[config.mk]
export PLATFORM = sky130hd
export DESIGN_NAME = sram_bank_arbiter_flat
export DESIGN_NICKNAME = d
export VERILOG_FILES = /design/src/rtl/sram_bank_arbiter_if.sv /design/src/rtl/sram_bank_arbiter.sv /design/src/flat_wrapper.sv
export SDC_FILE = /design/constraint.sdc
export NUM_CORES = 1
export LEC_CHECK = 0
export CAP_MARGIN = 20
export CORE_MARGIN = 4
export CORE_UTILIZATION = 43
export DETAILED_ROUTE_END_ITERATION = 6
export PLACE_DENSITY_LB_ADDON = 0.15
export SYNTH_ARGS = -nofsm -noshare
export SYNTH_HDL_FRONTEND = slang
export SYNTH_SLANG_ARGS = --single-unit
[constraint.sdc]
create_clock -name clk -period 5.9 [get_ports clk]
set_input_delay 1.18 -clock clk [delete_from_list [all_inputs] [get_ports clk]]
set_output_delay 1.18 -clock clk [all_outputs]
set_load 0.02 [all_outputs]
[src/rtl/sram_bank_arbiter_if.sv]
// Handshake and SRAM-wrapper bundle for sram_bank_arbiter.
// The slave modport is the arbiter's view; master is the requester/wrapper side.
interface sram_bank_arbiter_if #(
  parameter int ADDR_WIDTH  = 8,
  parameter int DATA_WIDTH  = 16,
  parameter int FETCH_WIDTH = 4
);
  localparam int ROW_WIDTH = FETCH_WIDTH * DATA_WIDTH;

  logic                  wr_valid;
  logic                  wr_ready;
  logic [ADDR_WIDTH-1:0] wr_addr;
  logic [ROW_WIDTH-1:0]  wr_data;

  logic                  rd_valid;
  logic                  rd_ready;
  logic [ADDR_WIDTH-1:0] rd_addr;

  logic                  rd_rsp_valid;
  logic                  rd_rsp_ready;
  logic [ROW_WIDTH-1:0]  rd_rsp_data;

  logic [ADDR_WIDTH-1:0] mem_addr_in_bank;
  logic                  mem_cen_in_bank;
  logic                  mem_wen_in_bank;
  logic [ROW_WIDTH-1:0]  mem_data_in_bank;
  logic [ROW_WIDTH-1:0]  mem_data_out_bank;

  modport slave (
    input  wr_valid, wr_addr, wr_data,
    input  rd_valid, rd_addr,
    input  rd_rsp_ready,
    input  mem_data_out_bank,
    output wr_ready, rd_ready,
    output rd_rsp_valid, rd_rsp_data,
    output mem_addr_in_bank, mem_cen_in_bank, mem_wen_in_bank, mem_data_in_bank
  );

  modport master (
    output wr_valid, wr_addr, wr_data,
    output rd_valid, rd_addr,
    output rd_rsp_ready,
    output mem_data_out_bank,
    input  wr_ready, rd_ready,
    input  rd_rsp_valid, rd_rsp_data,
    input  mem_addr_in_bank, mem_cen_in_bank, mem_wen_in_bank, mem_data_in_bank
  );
endinterface

[src/rtl/sram_bank_arbiter.sv]
// Round-robin write/read arbiter in front of a single-port SRAM bank, with a
// 2-entry read response buffer and credit-based read throttling.
module sram_bank_arbiter #(
  parameter int ADDR_WIDTH  = 8,
  parameter int DATA_WIDTH  = 16,
  parameter int FETCH_WIDTH = 4
) (
  input  logic                  clk,
  input  logic                  rst_n,
  input  logic                  clk_en,
  sram_bank_arbiter_if.slave    bus
);
  localparam int ROW_WIDTH = FETCH_WIDTH * DATA_WIDTH;

  typedef enum logic {
    GRANT_READ  = 1'b0,
    GRANT_WRITE = 1'b1
  } grant_e;

  grant_e               last_grant;
  logic                 read_inflight;
  logic [1:0]           fifo_count;
  logic                 wr_ptr;
  logic                 rd_ptr;
  logic [ROW_WIDTH-1:0] fifo_mem [2];

  logic       push;
  logic       pop;
  logic [1:0] outstanding;
  logic [1:0] credit_used;
  logic       wr_elig;
  logic       rd_elig;
  logic       wr_grant;
  logic       rd_grant;

  // Credits count reads already issued but not yet consumed; a pop this cycle
  // frees its slot early so streaming sustains one read per cycle.
  // NOTE: every always_comb output gets a value on every path to avoid latches.
  always_comb begin
    push        = read_inflight;
    pop         = (fifo_count != 2'd0) && bus.rd_rsp_ready;
    outstanding = fifo_count + {1'b0, read_inflight};
    credit_used = outstanding - {1'b0, pop};
    wr_elig     = bus.wr_valid && clk_en;
    rd_elig     = bus.rd_valid && clk_en && (credit_used < 2'd2);
    wr_grant    = wr_elig && (!rd_elig || (last_grant == GRANT_READ));
    rd_grant    = rd_elig && !wr_grant;
  end

  assign bus.wr_ready         = wr_grant;
  assign bus.rd_ready         = rd_grant;
  assign bus.mem_cen_in_bank  = wr_grant || rd_grant;
  assign bus.mem_wen_in_bank  = wr_grant;
  assign bus.mem_addr_in_bank = wr_grant ? bus.wr_addr :
                                rd_grant ? bus.rd_addr : '0;
  assign bus.mem_data_in_bank = wr_grant ? bus.wr_data : '0;

  assign bus.rd_rsp_valid = (fifo_count != 2'd0);
  assign bus.rd_rsp_data  = fifo_mem[rd_ptr];

  // NOTE: sequential state uses non-blocking assignments so every register
  // samples pre-edge values regardless of statement order.
  always_ff @(posedge clk or negedge rst_n) begin
    if (!rst_n) begin
      last_grant    <= GRANT_READ;
      read_inflight <= 1'b0;
      fifo_count    <= 2'd0;
      wr_ptr        <= 1'b0;
      rd_ptr        <= 1'b0;
    end else begin
      if (wr_grant) last_grant <= GRANT_WRITE;
      else if (rd_grant) last_grant <= GRANT_READ;
      read_inflight <= rd_grant;
      if (push) wr_ptr <= ~wr_ptr;
      if (pop)  rd_ptr <= ~rd_ptr;
      fifo_count <= fifo_count + {1'b0, push} - {1'b0, pop};
    end
  end

  // NOTE: buffer storage is not reset; fifo_count gates visibility, so stale
  // contents are never presented as valid.
  always_ff @(posedge clk) begin
    if (push) fifo_mem[wr_ptr] <= bus.mem_data_out_bank;
  end

endmodule

[src/flat_wrapper.sv]
// flat-port wrapper written by rule: the top's interface ports become plain ports
module sram_bank_arbiter_flat 
#(
  parameter int ADDR_WIDTH  = 8,
  parameter int DATA_WIDTH  = 16,
  parameter int FETCH_WIDTH = 4
)
  (clk, rst_n, clk_en, bus_wr_valid, bus_wr_addr, bus_wr_data, bus_rd_valid, bus_rd_addr, bus_rd_rsp_ready, bus_mem_data_out_bank, bus_wr_ready, bus_rd_ready, bus_rd_rsp_valid, bus_rd_rsp_data, bus_mem_addr_in_bank, bus_mem_cen_in_bank, bus_mem_wen_in_bank, bus_mem_data_in_bank);
  sram_bank_arbiter_if #(.ADDR_WIDTH(ADDR_WIDTH), .DATA_WIDTH(DATA_WIDTH), .FETCH_WIDTH(FETCH_WIDTH)) bus_i ();
  input  logic clk;
  input  logic rst_n;
  input  logic clk_en;
  input wire logic [$bits(bus_i.wr_valid)-1:0] bus_wr_valid;
  input wire logic [$bits(bus_i.wr_addr)-1:0] bus_wr_addr;
  input wire logic [$bits(bus_i.wr_data)-1:0] bus_wr_data;
  input wire logic [$bits(bus_i.rd_valid)-1:0] bus_rd_valid;
  input wire logic [$bits(bus_i.rd_addr)-1:0] bus_rd_addr;
  input wire logic [$bits(bus_i.rd_rsp_ready)-1:0] bus_rd_rsp_ready;
  input wire logic [$bits(bus_i.mem_data_out_bank)-1:0] bus_mem_data_out_bank;
  output wire logic [$bits(bus_i.wr_ready)-1:0] bus_wr_ready;
  output wire logic [$bits(bus_i.rd_ready)-1:0] bus_rd_ready;
  output wire logic [$bits(bus_i.rd_rsp_valid)-1:0] bus_rd_rsp_valid;
  output wire logic [$bits(bus_i.rd_rsp_data)-1:0] bus_rd_rsp_data;
  output wire logic [$bits(bus_i.mem_addr_in_bank)-1:0] bus_mem_addr_in_bank;
  output wire logic [$bits(bus_i.mem_cen_in_bank)-1:0] bus_mem_cen_in_bank;
  output wire logic [$bits(bus_i.mem_wen_in_bank)-1:0] bus_mem_wen_in_bank;
  output wire logic [$bits(bus_i.mem_data_in_bank)-1:0] bus_mem_data_in_bank;
  assign bus_i.wr_valid = bus_wr_valid;
  assign bus_i.wr_addr = bus_wr_addr;
  assign bus_i.wr_data = bus_wr_data;
  assign bus_i.rd_valid = bus_rd_valid;
  assign bus_i.rd_addr = bus_rd_addr;
  assign bus_i.rd_rsp_ready = bus_rd_rsp_ready;
  assign bus_i.mem_data_out_bank = bus_mem_data_out_bank;
  assign bus_wr_ready = bus_i.wr_ready;
  assign bus_rd_ready = bus_i.rd_ready;
  assign bus_rd_rsp_valid = bus_i.rd_rsp_valid;
  assign bus_rd_rsp_data = bus_i.rd_rsp_data;
  assign bus_mem_addr_in_bank = bus_i.mem_addr_in_bank;
  assign bus_mem_cen_in_bank = bus_i.mem_cen_in_bank;
  assign bus_mem_wen_in_bank = bus_i.mem_wen_in_bank;
  assign bus_mem_data_in_bank = bus_i.mem_data_in_bank;
  sram_bank_arbiter #(.ADDR_WIDTH(ADDR_WIDTH), .DATA_WIDTH(DATA_WIDTH), .FETCH_WIDTH(FETCH_WIDTH)) u_core (.clk(clk), .rst_n(rst_n), .clk_en(clk_en), .bus(bus_i));
endmodule
# Yosys cells after proc, flatten, opt, wreduce, memory -nomap -nowiden
# Memory sizes are Yosys's and may differ from the RTL's.
# Cells that the tools add are included.
# W data, S select, Z words.
[totals]
in_bits = 150
elab_cells = 31
register_bits = 6
ram_bits = 128
mem_count = 1
[memory_table]
columns = ["memory", "words", "word_bits", "read_ports", "rd_clocked_by_memory_dff", "wr", "line_no", "text"]
rows = [
  ["u_core.fifo_mem", 2, 64, 1, 0, 1, "sram_bank_arbiter.sv:25", "logic [ROW_WIDTH-1:0] fifo_mem [2];"],
]
[classes]
n_mux = 7
n_bitwise = 3
addsub = 2
n_lt_le_gt_ge = 1
reduce_logical = 12
[op_table]
columns = ["operator", "count"]
rows = [
  ["$mux W64", 1],
  ["$mux W8", 2],
  ["$logic_and A1 B1 Y1", 6],
  ["$mux W1", 4],
  ["$reduce_bool A2 Y1", 2],
  ["$not A1 Y1", 3],
  ["$add A2 B1 Y2", 1],
  ["$logic_not A1 Y1", 2],
  ["$logic_or A1 B1 Y1", 2],
  ["$lt A2 B2 Y1 const B", 1],
  ["$sub A2 B1 Y2", 1],
]

# Longest topological paths before layout
# Gate-level depths: netlist of run 1.
[logic_depth]
ltp_word = 12
depth_mapped = 10

# Least setup slack after synthesis of run 1
# No wires, ideal clock.
[synth_timing]
path_kind = "in2out"
start = "input bus_rd_rsp_ready"
end = "output bus_mem_data_in_bank[54]"
n_path_buf = 1
t_arrival_ps = 2809
path_stages = 8
slack_ps = 1911
cell_sequence = "and2_1 > ha_1 > inv_1 > ha_1 > xnor3_1 > a31oi_2 > buf_2 > and2_1"
[synth_between]
elab_chain_cells = 8
[synth_rtl]
columns = ["item", "line_no", "text"]
rows = [
  ["start: declaration", "flat_wrapper.sv:18", "input wire logic [$bits(bus_i.rd_rsp_ready)-1:0] bus_rd_rsp_ready;"],
  ["$logic_and A1 B1 Y1", "sram_bank_arbiter.sv:41", "pop = (fifo_count != 2'd0) && bus.rd_rsp_ready;"],
  ["$sub A2 B1 Y2", "sram_bank_arbiter.sv:43", "credit_used = outstanding - {1'b0, pop};"],
  ["$lt A2 B2 Y1", "sram_bank_arbiter.sv:45", "rd_elig = bus.rd_valid && clk_en && (credit_used < 2'd2);"],
  ["$logic_and A1 B1 Y1", "sram_bank_arbiter.sv:45", ""],
  ["$logic_not A1 Y1", "sram_bank_arbiter.sv:46", "wr_grant = wr_elig && (!rd_elig || (last_grant == GRANT_READ));"],
  ["$logic_or A1 B1 Y1", "sram_bank_arbiter.sv:46", ""],
  ["$logic_and A1 B1 Y1", "sram_bank_arbiter.sv:46", ""],
  ["named net bus_mem_wen_in_bank", "flat_wrapper.sv:26", "output wire logic [$bits(bus_i.mem_wen_in_bank)-1:0] bus_mem_wen_in_bank;"],
  ["$mux W64", "sram_bank_arbiter.sv:56", "assign bus.mem_data_in_bank = wr_grant ? bus.wr_data : '0;"],
  ["end: declaration", "flat_wrapper.sv:27", "output wire logic [$bits(bus_i.mem_data_in_bank)-1:0] bus_mem_data_in_bank;"],
]
# The timed path passes the listed nets, and every way through them passes these cells.

# Worst setup path in the final report of run 1
[layout_timing]
start = "input bus_rd_rsp_ready"
end = "output bus_mem_data_in_bank[9]"
[layout_between]
elab_chain_cells = 8
[layout_rtl]
columns = ["item", "line_no", "text"]
rows = [
  ["$logic_and A1 B1 Y1", "sram_bank_arbiter.sv:41", ""],
  ["named net u_core.pop", "sram_bank_arbiter.sv:28", "logic pop;"],
  ["$sub A2 B1 Y2", "sram_bank_arbiter.sv:43", ""],
  ["$lt A2 B2 Y1", "sram_bank_arbiter.sv:45", ""],
  ["$logic_and A1 B1 Y1", "sram_bank_arbiter.sv:45", ""],
  ["$logic_not A1 Y1", "sram_bank_arbiter.sv:46", ""],
  ["$logic_or A1 B1 Y1", "sram_bank_arbiter.sv:46", ""],
  ["$logic_and A1 B1 Y1", "sram_bank_arbiter.sv:46", ""],
  ["$mux W64", "sram_bank_arbiter.sv:56", ""],
]
# The timed path passes the listed nets, and every way through them passes these cells.

==> results of run 1 <==
stage by stage:
step / cells / power [mW]
floorplan: 328 / 2.05
global placement: 775 / 2.68
detailed placement: 775 / 2.69
CTS: 807 / 3.74
global route: 807 / 3.86
finish: 807 / 3.69
layer usage:
| metal | track usage | routed length (um) | vias to the layer above | share of wire |
|---|---|---|---|---|
| li1 | - | - | 1796 | - |
| met1 | 0.254 | 6080 | 1831 | 0.40 |
| met2 | 0.311 | 7560 | 161 | 0.49 |
| met3 | 0.0946 | 1540 | 14 | 0.10 |
| met4 | 0.0679 | 123 | 2 | 0.0080 |
| met5 | 0 | 13 | - | 0.00085 |
power groups by stage:
stage                     sequential (mW)  clock [mW]  combinational, mW
after floorplan                      1.26           0              0.795
after global placement               1.31           0               1.37
after detailed placement             1.32           0               1.37
after CTS                            1.30        1.06               1.38
after global routing                 1.31        1.10               1.44
final                                1.29        1.04               1.36
registers in the layout, indices dropped and copies added, names as in the netlist:
signal,cells
u_core.push,1
u_core.last_grant,1
u_core.fifo_count,2
u_core.fifo_mem,128
u_core.rd_ptr,1
u_core.wr_ptr,1
final cells by class:
cell class                 instances  share of cell area
clock inverter                    14              0.0175
tap                              172              0.0235
multi-input combinational        172               0.154
sequential                       134               0.437
timing repair buffer             293               0.320
inverter                           4             0.00164
clock buffer                      18              0.0469
cell usage in the layout, fill, tap and decap left out, types with 4 or more instances in the layout:
| cell | n |
|---|---|
| sky130_fd_sc_hd__edfxtp_1 | 128 |
| sky130_fd_sc_hd__inv_1 | 4 |
| sky130_fd_sc_hd__clkbuf_16 | 17 |
| sky130_fd_sc_hd__mux2_2 | 64 |
| sky130_fd_sc_hd__dfrtp_1 | 5 |
| sky130_fd_sc_hd__and2_1 | 66 |
| sky130_fd_sc_hd__o22ai_1 | 8 |
| sky130_fd_sc_hd__nand2_1 | 18 |
| sky130_fd_sc_hd__clkinv_2 | 5 |
| sky130_fd_sc_hd__clkdlybuf4s50_1 | 290 |
worst reg2reg max path: cells and delay by family, from the launching register on:
kind | cells | cell delay (ns)
fa+ha+maj | 2 | 0.47
flops | 1 | 0.39
simple gates | 4 | 1.06
buf+inv | 1 | 0.05
xor+xnor | 1 | 0.35
logic make-up (layout without fill, tap and decap cells):
kind of cell	Yosys count	after routing	share of synthesized area
xor+xnor	3	3	0.00725
simple gates	93	93	0.0959
mux	64	64	0.131
flops	134	134	0.724
buf+inv	22	329	0.0252
fa+ha+maj	2	2	0.00453
compound gates	10	10	0.0129
worst min path at each step:
stage / startpoint / end / slack, ns / depth (start not counted)
after floorplan: u_core.wr_ptr / u_core.wr_ptr / 0.46 / 1
after global placement: u_core.push / u_core.wr_ptr / 0.52 / 1
after detailed placement: u_core.push / u_core.wr_ptr / 0.52 / 1
after CTS: u_core.push / u_core.wr_ptr / 0.54 / 1
after global routing: u_core.push / u_core.wr_ptr / 0.55 / 1
final: u_core.push / u_core.wr_ptr / 0.54 / 1
==> impl_metrics.prom, run 1 <==
# TYPE chip_impl_metric gauge
chip_impl_info{name="unrepaired_setup_endpoints_after_global_routing",value="false"} 1
chip_impl_metric{name="design.die.area",unit="sq um"} 14700
chip_impl_info{name="cp-start-kind",value="primary input"} 1
chip_impl_metric{name="timing.max_slew.rel_slack",unit=""} 0.405
chip_impl_metric{name="grt_first_pass_wirelength",unit="um"} 22200
chip_impl_metric{name="timing.reg2reg.setup_slack",unit="ns"} 3.48
chip_impl_metric{name="drt-wirelength-per-cell",unit="um"} 19.0
chip_impl_metric{name="worst_setup_hold_path_clk_slew",unit="ns"} 0.06
chip_impl_metric{name="setup_slack",unit="ns"} 0.626
chip_impl_metric{name="core_region_area",unit="sq um"} 12600
chip_impl_metric{name="synth-seq-cells",unit=""} 134
chip_impl_metric{name="library_cells_used_by_synthesis",unit=""} 23
chip_impl_metric{name="cts_hold_buffers",unit=""} 0
chip_impl_metric{name="yosys_warnings",unit=""} 0
chip_impl_metric{name="groute.usage.overall",unit=""} 0.203
chip_impl_info{name="cts.root.buffer_cell",value="sky130_fd_sc_hd__clkbuf_16"} 1
chip_impl_metric{name="cts_buffers",unit=""} 17
chip_impl_info{name="endpoint_kind",value="primary output"} 1
chip_impl_metric{name="worst-slew-pin-transition",unit="ns"} 0.893
chip_impl_metric{name="final_period_util",unit=""} 0.894
chip_impl_metric{name="dp_hpwl",unit="um"} 11200
chip_impl_metric{name="pin_count_of_the_biggest_net_entering_global_routing",unit=""} 67
chip_impl_metric{name="register_area",unit="sq um"} 4000
chip_impl_metric{name="drt-pass1-iter-count",unit=""} 4
chip_impl_metric{name="fin_area",unit="sq um"} 9150
chip_impl_metric{name="drt_wl_total",unit="um"} 15300
chip_impl_metric{name="ios",unit=""} 291
chip_impl_metric{name="rr_worst_depth",unit=""} 8
chip_impl_metric{name="cap_violations",unit=""} 0
chip_impl_metric{name="nFillCells",unit=""} 873
chip_impl_metric{name="die_w",unit="um"} 121
chip_impl_info{name="timing.critical_path.slowest_stage_cell",value="sky130_fd_sc_hd__clkdlybuf4s50_1"} 1
chip_impl_info{name="status",value="completed"} 1
chip_impl_metric{name="asyncSetResetFlopFracSynth",unit=""} 0.0448
chip_impl_metric{name="drt.antenna.violating_nets",unit=""} 0
chip_impl_metric{name="fin_util",unit=""} 0.728
chip_impl_metric{name="initial_utilization",unit=""} 0.439
chip_impl_metric{name="finalHoldWorstSlack",unit="ns"} 0.543
chip_impl_metric{name="post_cts_buffers",unit=""} 0
chip_impl_metric{name="switching_share",unit=""} 0.304
chip_impl_metric{name="max-vdd-ir-drop",unit="mV"} 0.320
chip_impl_metric{name="path_max_fanout",unit=""} 66
chip_impl_info{name="worstSetupPathType",value="in -> out"} 1
chip_impl_metric{name="post-route-min-period",unit="ns"} 5.27
chip_impl_info{name="post_synth_main_area_contributors",value="sky130_fd_sc_hd__edfxtp_1, sky130_fd_sc_hd__mux2_2, sky130_fd_sc_hd__and2_1, sky130_fd_sc_hd__dfrtp_1, sky130_fd_sc_hd__nand2_1"} 1
chip_impl_metric{name="synth-edff-count",unit=""} 128
chip_impl_metric{name="routed_via_density",unit=""} 4.71
chip_impl_metric{name="drive_above_1_share",unit=""} 0.161
chip_impl_metric{name="setup_violations",unit=""} 0
chip_impl_metric{name="multiInputGateArea",unit="sq um"} 1410
chip_impl_metric{name="tritoncts_num_sinks",unit=""} 134
chip_impl_info{name="leading_cell_types_by_count_after_synthesis",value="sky130_fd_sc_hd__edfxtp_1, sky130_fd_sc_hd__and2_1, sky130_fd_sc_hd__mux2_2, sky130_fd_sc_hd__nand2_1, sky130_fd_sc_hd__o22ai_1"} 1
chip_impl_metric{name="power_density",unit="nW/um^2"} 404
chip_impl_metric{name="first_global_vias",unit=""} 3975
chip_impl_metric{name="port_buffers",unit=""} 290
chip_impl_metric{name="overflow",unit=""} 0
chip_impl_metric{name="cp_num_cells",unit=""} 10
chip_impl_metric{name="antenna_found_initial",unit=""} 1
chip_impl_metric{name="row_count",unit=""} 41
chip_impl_metric{name="cp.arrival",unit="ns"} 4.09
chip_impl_metric{name="insertedDiodeCount",unit=""} 0
chip_impl_metric{name="cts_max_path_buffers",unit=""} 2
chip_impl_metric{name="fmax",unit="GHz"} 0.190
chip_impl_metric{name="hold_viol",unit=""} 0
chip_impl_metric{name="fin_max_slew_vios",unit=""} 0
chip_impl_info{name="crit-reg2reg-capture",value="u_core.push"} 1
chip_impl_metric{name="remaining_routing_drc_violations",unit=""} 0
chip_impl_metric{name="synth_top_cell_area_share",unit=""} 0.696
chip_impl_info{name="crit_path_start",value="bus_rd_rsp_ready"} 1
chip_impl_metric{name="syn_avg_cell_area",unit="sq um"} 16.8
chip_impl_info{name="worst_path_dominant_cell_family",value="buffers and inverters"} 1
chip_impl_info{name="synthMostInstantiatedCell",value="sky130_fd_sc_hd__edfxtp_1"} 1
chip_impl_metric{name="gpl.final_weighted_congestion",unit=""} 0.880
chip_impl_metric{name="dpl_cell_area",unit="sq um"} 8560
chip_impl_info{name="path_cells",value="clkdlybuf4s50_1 -> and2_1 -> ha_1 -> inv_1 -> ha_1 -> xnor3_1 -> a31oi_4 -> buf_4 -> and2_1 -> clkdlybuf4s50_1"} 1
chip_impl_metric{name="slowest_delay",unit="ns"} 0.65
chip_impl_metric{name="post_cts_resize_count",unit=""} 0
chip_impl_metric{name="crit_required",unit="ns"} 4.72
chip_impl_metric{name="area.growth.synth_to_final",unit="%"} 65.7
chip_impl_metric{name="pwr-share-comb",unit=""} 0.369
chip_impl_metric{name="final_net_count",unit=""} 774
chip_impl_metric{name="critical_path.n_buffers_inverters",unit=""} 4
chip_impl_metric{name="detailroute.via_count",unit=""} 3804
chip_impl_info{name="timing.hold.worst.class",value="reg -> reg"} 1
chip_impl_metric{name="p_int",unit="mW"} 2.57
chip_impl_metric{name="synth_area",unit="sq um"} 5520
chip_impl_metric{name="synth_cells",unit=""} 328
chip_impl_metric{name="clock_latency",unit="ns"} 0.41
chip_impl_metric{name="die_y",unit="um"} 121
chip_impl_metric{name="synthesis.nets",unit=""} 480
chip_impl_info{name="endpoint",value="bus_mem_data_in_bank[9]"} 1
chip_impl_info{name="synth_area_leader_cell",value="sky130_fd_sc_hd__edfxtp_1"} 1
chip_impl_metric{name="power_leakage",unit="nW"} 3.22
chip_impl_metric{name="drt-initial-drc-count",unit=""} 202
chip_impl_metric{name="clockPowerShare",unit=""} 0.281
chip_impl_info{name="ys.flop_type",value="sky130_fd_sc_hd__edfxtp_1"} 1
chip_impl_metric{name="pwr-share-seq",unit=""} 0.350
chip_impl_metric{name="dp_worst_setup_slack",unit="ns"} 0.664
chip_impl_info{name="worstReg2RegStart",value="u_core.fifo_count[1]"} 1
chip_impl_metric{name="power_switching",unit="mW"} 1.12
chip_impl_metric{name="cts-htree-levels",unit=""} 4
chip_impl_metric{name="synth-seq-area-share",unit=""} 0.724
chip_impl_metric{name="clock_skew",unit="ns"} 0.0140
chip_impl_metric{name="totalNegativeSetupSlack",unit="ns"} 0
chip_impl_info{name="tritoncts",value="built"} 1
No activity file was read; power rests on OpenSTA's default activity.
==> run 2: changes to the inputs <==
- CELL_PAD_IN_SITES_DETAIL_PLACEMENT: unset -> 1
- CELL_PAD_IN_SITES_GLOBAL_PLACEMENT: unset -> 2
- CORE_UTILIZATION: 43 -> 27
==> impl_metrics.prom, run 2 (same netlist as run 1, synthesis figures left out) <==
# TYPE chip_impl_metric gauge
chip_impl_info{name="status",value="completed"} 1
chip_impl_info{name="final_cell_mix",value="sky130_fd_sc_hd__clkdlybuf4s50_1, sky130_fd_sc_hd__edfxtp_1, sky130_fd_sc_hd__and2_1, sky130_fd_sc_hd__mux2_2, sky130_fd_sc_hd__nand2_1"} 1
chip_impl_metric{name="post_cts_resize_count",unit=""} 0
chip_impl_info{name="crit_path_start",value="bus_rd_rsp_ready"} 1
chip_impl_metric{name="multiInputGateArea",unit="sq um"} 1410
chip_impl_metric{name="largest_reg_flops",unit=""} 128
chip_impl_info{name="cts.root.buffer_cell",value="sky130_fd_sc_hd__clkbuf_16"} 1
chip_impl_info{name="worstReg2RegStart",value="u_core.fifo_count[1]"} 1
chip_impl_metric{name="slowest_delay",unit="ns"} 0.63
chip_impl_metric{name="cts-htree-levels",unit=""} 4
chip_impl_info{name="unrepaired_setup_endpoints_after_global_routing",value="false"} 1
chip_impl_metric{name="setup_violations",unit=""} 0
chip_impl_metric{name="fin_max_slew_vios",unit=""} 0
chip_impl_metric{name="ios",unit=""} 291
chip_impl_metric{name="worst-slew-pin-transition",unit="ns"} 1.01
chip_impl_metric{name="clock_latency",unit="ns"} 0.41
chip_impl_metric{name="design.die.area",unit="sq um"} 22800
chip_impl_metric{name="drt_wl_total",unit="um"} 16500
chip_impl_info{name="endpoint_kind",value="primary output"} 1
chip_impl_metric{name="groute.usage.overall",unit=""} 0.141
chip_impl_metric{name="final_net_count",unit=""} 774
chip_impl_metric{name="path_max_fanout",unit=""} 66
chip_impl_metric{name="max-vdd-ir-drop",unit="mV"} 0.223
chip_impl_metric{name="totalNegativeSetupSlack",unit="ns"} 0
chip_impl_metric{name="cts_hold_buffers",unit=""} 0
chip_impl_metric{name="fmax",unit="GHz"} 0.189
chip_impl_metric{name="antenna_found_initial",unit=""} 0
chip_impl_info{name="timing.hold.worst.class",value="reg -> reg"} 1
chip_impl_metric{name="drt.antenna.violating_nets",unit=""} 0
chip_impl_metric{name="die_w",unit="um"} 151
chip_impl_info{name="path_cells",value="clkdlybuf4s50_1 -> and2_1 -> ha_1 -> inv_1 -> ha_1 -> xnor3_1 -> a31oi_4 -> buf_4 -> and2_1 -> clkdlybuf4s50_1"} 1
chip_impl_metric{name="initial_utilization",unit=""} 0.274
chip_impl_metric{name="cts_max_path_buffers",unit=""} 2
chip_impl_metric{name="power_density",unit="nW/um^2"} 396
chip_impl_info{name="tritoncts",value="built"} 1
chip_impl_metric{name="drt-wirelength-per-cell",unit="um"} 18.3
chip_impl_metric{name="crit_required",unit="ns"} 4.72
chip_impl_metric{name="hold_viol",unit=""} 0
chip_impl_info{name="worstSetupPathType",value="in -> out"} 1
chip_impl_metric{name="power_leakage",unit="nW"} 3.19
chip_impl_metric{name="pin_count_of_the_biggest_net_entering_global_routing",unit=""} 67
chip_impl_metric{name="final_period_util",unit=""} 0.898
chip_impl_metric{name="tritoncts_num_sinks",unit=""} 134
chip_impl_info{name="reg_top3",value="u_core.fifo_mem x128, u_core.fifo_count x2"} 1
chip_impl_metric{name="area.growth.synth_to_final",unit="%"} 67.1
chip_impl_metric{name="grt_first_pass_wirelength",unit="um"} 23800
chip_impl_metric{name="cap_violations",unit=""} 0
chip_impl_metric{name="gpl.final_weighted_congestion",unit=""} 0.760
chip_impl_metric{name="critical_path.n_buffers_inverters",unit=""} 4
chip_impl_metric{name="nFillCells",unit=""} 2051
chip_impl_metric{name="timing.max_slew.rel_slack",unit=""} 0.324
chip_impl_metric{name="die_y",unit="um"} 151
chip_impl_info{name="timing.critical_path.slowest_stage_cell",value="sky130_fd_sc_hd__clkdlybuf4s50_1"} 1
chip_impl_metric{name="remaining_routing_drc_violations",unit=""} 0
chip_impl_metric{name="drt-pass1-iter-count",unit=""} 4
chip_impl_metric{name="fin_area",unit="sq um"} 9220
chip_impl_metric{name="post_cts_buffers",unit=""} 0
chip_impl_metric{name="drive_above_1_share",unit=""} 0.153
chip_impl_metric{name="overflow",unit=""} 0
chip_impl_metric{name="drt-initial-drc-count",unit=""} 151
chip_impl_info{name="cp-start-kind",value="primary input"} 1
chip_impl_info{name="largest-register",value="u_core.fifo_mem"} 1
chip_impl_metric{name="dp_hpwl",unit="um"} 12200
chip_impl_metric{name="post-route-min-period",unit="ns"} 5.30
chip_impl_metric{name="row_count",unit=""} 52
chip_impl_metric{name="cp.arrival",unit="ns"} 4.12
chip_impl_metric{name="detailroute.via_count",unit=""} 3700
chip_impl_info{name="worst_path_dominant_cell_family",value="buffers and inverters"} 1
chip_impl_metric{name="port_buffers",unit=""} 290
chip_impl_metric{name="first_global_vias",unit=""} 4049
chip_impl_info{name="min_from",value="u_core.push"} 1
chip_impl_metric{name="cts_buffers",unit=""} 17
chip_impl_metric{name="dpl_cell_area",unit="sq um"} 8680
chip_impl_info{name="layout.cells.most_common",value="sky130_fd_sc_hd__clkdlybuf4s50_1"} 1
chip_impl_metric{name="clock_skew",unit="ns"} 0.00617
chip_impl_metric{name="register_area",unit="sq um"} 4000
chip_impl_metric{name="insertedDiodeCount",unit=""} 0
chip_impl_metric{name="worst_setup_hold_path_clk_slew",unit="ns"} 0.05
chip_impl_metric{name="core_region_area",unit="sq um"} 20200
chip_impl_metric{name="routed_via_density",unit=""} 4.10
## run 2: cell count changes in the layout (fill, tap and decap cells not counted)
| cell | delta |
|---|---|
| sky130_fd_sc_hd__clkinv_2 | -3 |
| sky130_fd_sc_hd__clkbuf_1 | +2 |
| sky130_fd_sc_hd__clkinv_4 | -2 |
| sky130_fd_sc_hd__bufinv_16 | -1 |
| sky130_fd_sc_hd__clkinv_1 | +1 |
| sky130_fd_sc_hd__clkinvlp_4 | +1 |
## run 2: layout make-up
| cell class | instances | area share |
|---|---|---|
| Sequential cell | 134 | 0.433 |
| Inverter | 4 | 0.00163 |
| Clock inverter | 10 | 0.0118 |
| Clock buffer | 20 | 0.0473 |
| Timing Repair Buffer | 293 | 0.317 |
| Tap cell | 270 | 0.0366 |
| Multi-Input combinational cell | 172 | 0.152 |
## run 2: where the power goes
| group | leakage, nW | internal [mW] | switching (mW) |
|---|---|---|---|
| Clock | 0.257 | 0.612 | 0.370 |
| Combinational | 1.70 | 0.709 | 0.662 |
| Sequential | 1.23 | 1.20 | 0.0972 |
## run 2: per-layer routing
layer	wire, um	part of all wire	GRT usage
met5	0	0	0
met4	208	0.013	0.0349
met3	954	0.058	0.0488
met2	8820	0.53	0.241
met1	6540	0.40	0.170
## run 2: worst paths after layout
check                                           end  slack (ns)  cells after the start
max in group asynchronous             u_core.rd_ptr        4.65                      1
setup / recovery           bus_mem_data_in_bank[33]        0.60                     10
hold reg to reg                       u_core.wr_ptr        0.53                      1
hold / removal                        u_core.wr_ptr        0.53                      1
setup reg to reg                        u_core.push        3.47                      8
min in group asynchronous      u_core.fifo_count[0]        1.02                      1
## run 2: metrics by stage
stage / worst slack (ns) / hold slack, ns / cells / total power [mW] / util
finish: 0.605 / 0.535 / 903 / 3.65 / 0.457
global route: 0.456 / 0.578 / 903 / 3.85 / 0.457
CTS: 0.588 / 0.544 / 903 / 3.72 / 0.457
detailed placement: 0.597 / 0.533 / 873 / 2.72 / 0.430
global placement: 0.628 / 0.530 / 873 / 2.70 / 0.430
floorplan: 1.91 / 0.455 / 328 / 2.05 / -
==> run 3: changes to the inputs <==
- CORE_MARGIN: 4 -> 1
- CTS_CLUSTER_SIZE: unset -> 12
==> impl_metrics.prom, run 3 (same netlist as run 1, synthesis figures left out) <==
# TYPE chip_impl_metric gauge
chip_impl_metric{name="final_net_count",unit=""} 774
chip_impl_metric{name="dp_worst_setup_slack",unit="ns"} 0.624
chip_impl_metric{name="fmax",unit="GHz"} 0.190
chip_impl_info{name="worstSetupPathType",value="in -> out"} 1
chip_impl_metric{name="cp.arrival",unit="ns"} 4.09
chip_impl_info{name="crit-reg2reg-capture",value="u_core.push"} 1
chip_impl_metric{name="overflow",unit=""} 0
chip_impl_metric{name="pin_count_of_the_biggest_net_entering_global_routing",unit=""} 67
chip_impl_metric{name="post_cts_resize_count",unit=""} 0
chip_impl_info{name="cts.root.buffer_cell",value="sky130_fd_sc_hd__clkbuf_16"} 1
chip_impl_metric{name="drive_above_1_share",unit=""} 0.154
chip_impl_metric{name="detailroute.via_count",unit=""} 3766
chip_impl_metric{name="cts_buffers",unit=""} 17
chip_impl_metric{name="post_cts_buffers",unit=""} 0
chip_impl_metric{name="drt.antenna.violating_nets",unit=""} 0
chip_impl_metric{name="antenna_found_initial",unit=""} 0
chip_impl_metric{name="final_period_util",unit=""} 0.893
chip_impl_metric{name="gpl.final_weighted_congestion",unit=""} 0.868
chip_impl_metric{name="die_w",unit="um"} 145
chip_impl_metric{name="routed_via_density",unit=""} 4.18
chip_impl_metric{name="core_region_area",unit="sq um"} 19700
chip_impl_metric{name="initial_utilization",unit=""} 0.280
chip_impl_info{name="tritoncts",value="built"} 1
chip_impl_info{name="status",value="completed"} 1
chip_impl_metric{name="clock_latency",unit="ns"} 0.41
chip_impl_info{name="endpoint",value="bus_mem_data_in_bank[57]"} 1
chip_impl_info{name="crit_path_start",value="bus_rd_rsp_ready"} 1
chip_impl_metric{name="timing.reg2reg.setup_slack",unit="ns"} 3.46
chip_impl_info{name="reg_top3",value="u_core.fifo_mem x128, u_core.fifo_count x2"} 1
chip_impl_info{name="layout.cells.most_common",value="sky130_fd_sc_hd__clkdlybuf4s50_1"} 1
chip_impl_metric{name="row_count",unit=""} 51
chip_impl_metric{name="port_buffers",unit=""} 290
chip_impl_info{name="worstReg2RegStart",value="u_core.fifo_count[1]"} 1
chip_impl_metric{name="totalNegativeSetupSlack",unit="ns"} 0
chip_impl_metric{name="post-route-min-period",unit="ns"} 5.27
chip_impl_metric{name="max-vdd-ir-drop",unit="mV"} 0.217
chip_impl_metric{name="post-place-cells",unit=""} 868
chip_impl_metric{name="cts_max_path_buffers",unit=""} 2
chip_impl_metric{name="groute.usage.overall",unit=""} 0.156
chip_impl_metric{name="ios",unit=""} 291
chip_impl_metric{name="hold_viol",unit=""} 0
chip_impl_metric{name="dp_hpwl",unit="um"} 11500
chip_impl_metric{name="worstHoldPathCells",unit=""} 1
chip_impl_metric{name="tritoncts_num_sinks",unit=""} 134
chip_impl_metric{name="cts-htree-levels",unit=""} 4
chip_impl_info{name="final_cell_mix",value="sky130_fd_sc_hd__clkdlybuf4s50_1, sky130_fd_sc_hd__edfxtp_1, sky130_fd_sc_hd__and2_1, sky130_fd_sc_hd__mux2_2, sky130_fd_sc_hd__nand2_1"} 1
chip_impl_metric{name="clock_skew",unit="ns"} 0.00759
chip_impl_metric{name="worst-slew-pin-transition",unit="ns"} 0.952
chip_impl_metric{name="cap_violations",unit=""} 0
chip_impl_metric{name="cts_hold_buffers",unit=""} 0
chip_impl_metric{name="crit_required",unit="ns"} 4.72
chip_impl_info{name="timing.hold.worst.class",value="reg -> reg"} 1
chip_impl_metric{name="setup_violations",unit=""} 0
chip_impl_info{name="largest-register",value="u_core.fifo_mem"} 1
chip_impl_info{name="endpoint_kind",value="primary output"} 1
chip_impl_metric{name="first_global_vias",unit=""} 4086
chip_impl_metric{name="remaining_routing_drc_violations",unit=""} 0
chip_impl_metric{name="drt_wl_total",unit="um"} 16000
chip_impl_metric{name="design.die.area",unit="sq um"} 21000
chip_impl_metric{name="power_density",unit="nW/um^2"} 392
chip_impl_metric{name="drt-pass1-iter-count",unit=""} 4
chip_impl_metric{name="power_leakage",unit="nW"} 3.20
chip_impl_metric{name="drt-wirelength-per-cell",unit="um"} 17.8
chip_impl_metric{name="area.growth.synth_to_final",unit="%"} 67.1
chip_impl_metric{name="setup_slack",unit="ns"} 0.629
chip_impl_metric{name="insertedDiodeCount",unit=""} 0
chip_impl_metric{name="drt-initial-drc-count",unit=""} 141
chip_impl_metric{name="worst_setup_hold_path_clk_slew",unit="ns"} 0.05
chip_impl_metric{name="timing.max_slew.rel_slack",unit=""} 0.365
chip_impl_metric{name="fin_util",unit=""} 0.468
chip_impl_metric{name="final_cells",unit=""} 900
chip_impl_metric{name="rr_worst_depth",unit=""} 8
chip_impl_metric{name="grt_first_pass_wirelength",unit="um"} 24500
chip_impl_metric{name="path_max_fanout",unit=""} 66
chip_impl_metric{name="fin_max_slew_vios",unit=""} 0
chip_impl_metric{name="die_y",unit="um"} 145
chip_impl_metric{name="largest_reg_flops",unit=""} 128
chip_impl_info{name="cp-start-kind",value="primary input"} 1
chip_impl_info{name="unrepaired_setup_endpoints_after_global_routing",value="false"} 1
run 3: where the power goes:
part	switching (mW)	internal [mW]	total, mW
logic	0.622	0.706	1.33
registers	0.129	1.20	1.33
clock network	0.357	0.603	0.960
total	1.11	2.51	3.62
run 3: stage by stage:
stage	instance area [sq um]	power [mW]	hold WS, ns
global placement	8670	2.69	0.522
detailed placement	8670	2.71	0.524
global route	9220	3.79	0.547
CTS	9220	3.69	0.534
finish	9220	3.62	0.531
floorplan	5520	2.05	0.455
run 3: worst max-delay path, cell delays in order:
cell and delay (ns):
sky130_fd_sc_hd__clkdlybuf4s50_1 0.39, sky130_fd_sc_hd__and2_1 0.16, sky130_fd_sc_hd__ha_1 0.29, sky130_fd_sc_hd__inv_1 0.06, sky130_fd_sc_hd__ha_1 0.15, sky130_fd_sc_hd__xnor3_1 0.33, sky130_fd_sc_hd__a31oi_4 0.21, sky130_fd_sc_hd__buf_4 0.44
sky130_fd_sc_hd__and2_1 0.24, sky130_fd_sc_hd__clkdlybuf4s50_1 0.62
run 3: worst min path at each step:
stage / startpoint / endpoint / slack [ns]
detailed placement: u_core.push / u_core.wr_ptr / 0.52
floorplan: u_core.wr_ptr / u_core.wr_ptr / 0.46
CTS: u_core.push / u_core.wr_ptr / 0.53
global placement: u_core.push / u_core.wr_ptr / 0.52
finish: u_core.push / u_core.wr_ptr / 0.53
global route: u_core.push / u_core.wr_ptr / 0.55
run 3: cell type report:
type,count,area (sq um)
Clock inverter,3,17.5
Inverter,4,15.0
Fill cell,1974,10500
Tap cell,265,332
Multi-Input combinational cell,172,1410
Clock buffer,29,531
Timing Repair Buffer,293,2930
Sequential cell,134,4000
run 3: routing by layer:
layer / GRT usage / share of wire / vias up
li1: - / - / 1793
met1: 0.173 / 0.40 / 1836
met2: 0.281 / 0.53 / 114
met3: 0.0406 / 0.047 / 23
met4: 0.0638 / 0.021 / 0
met5: 0 / 0 / -
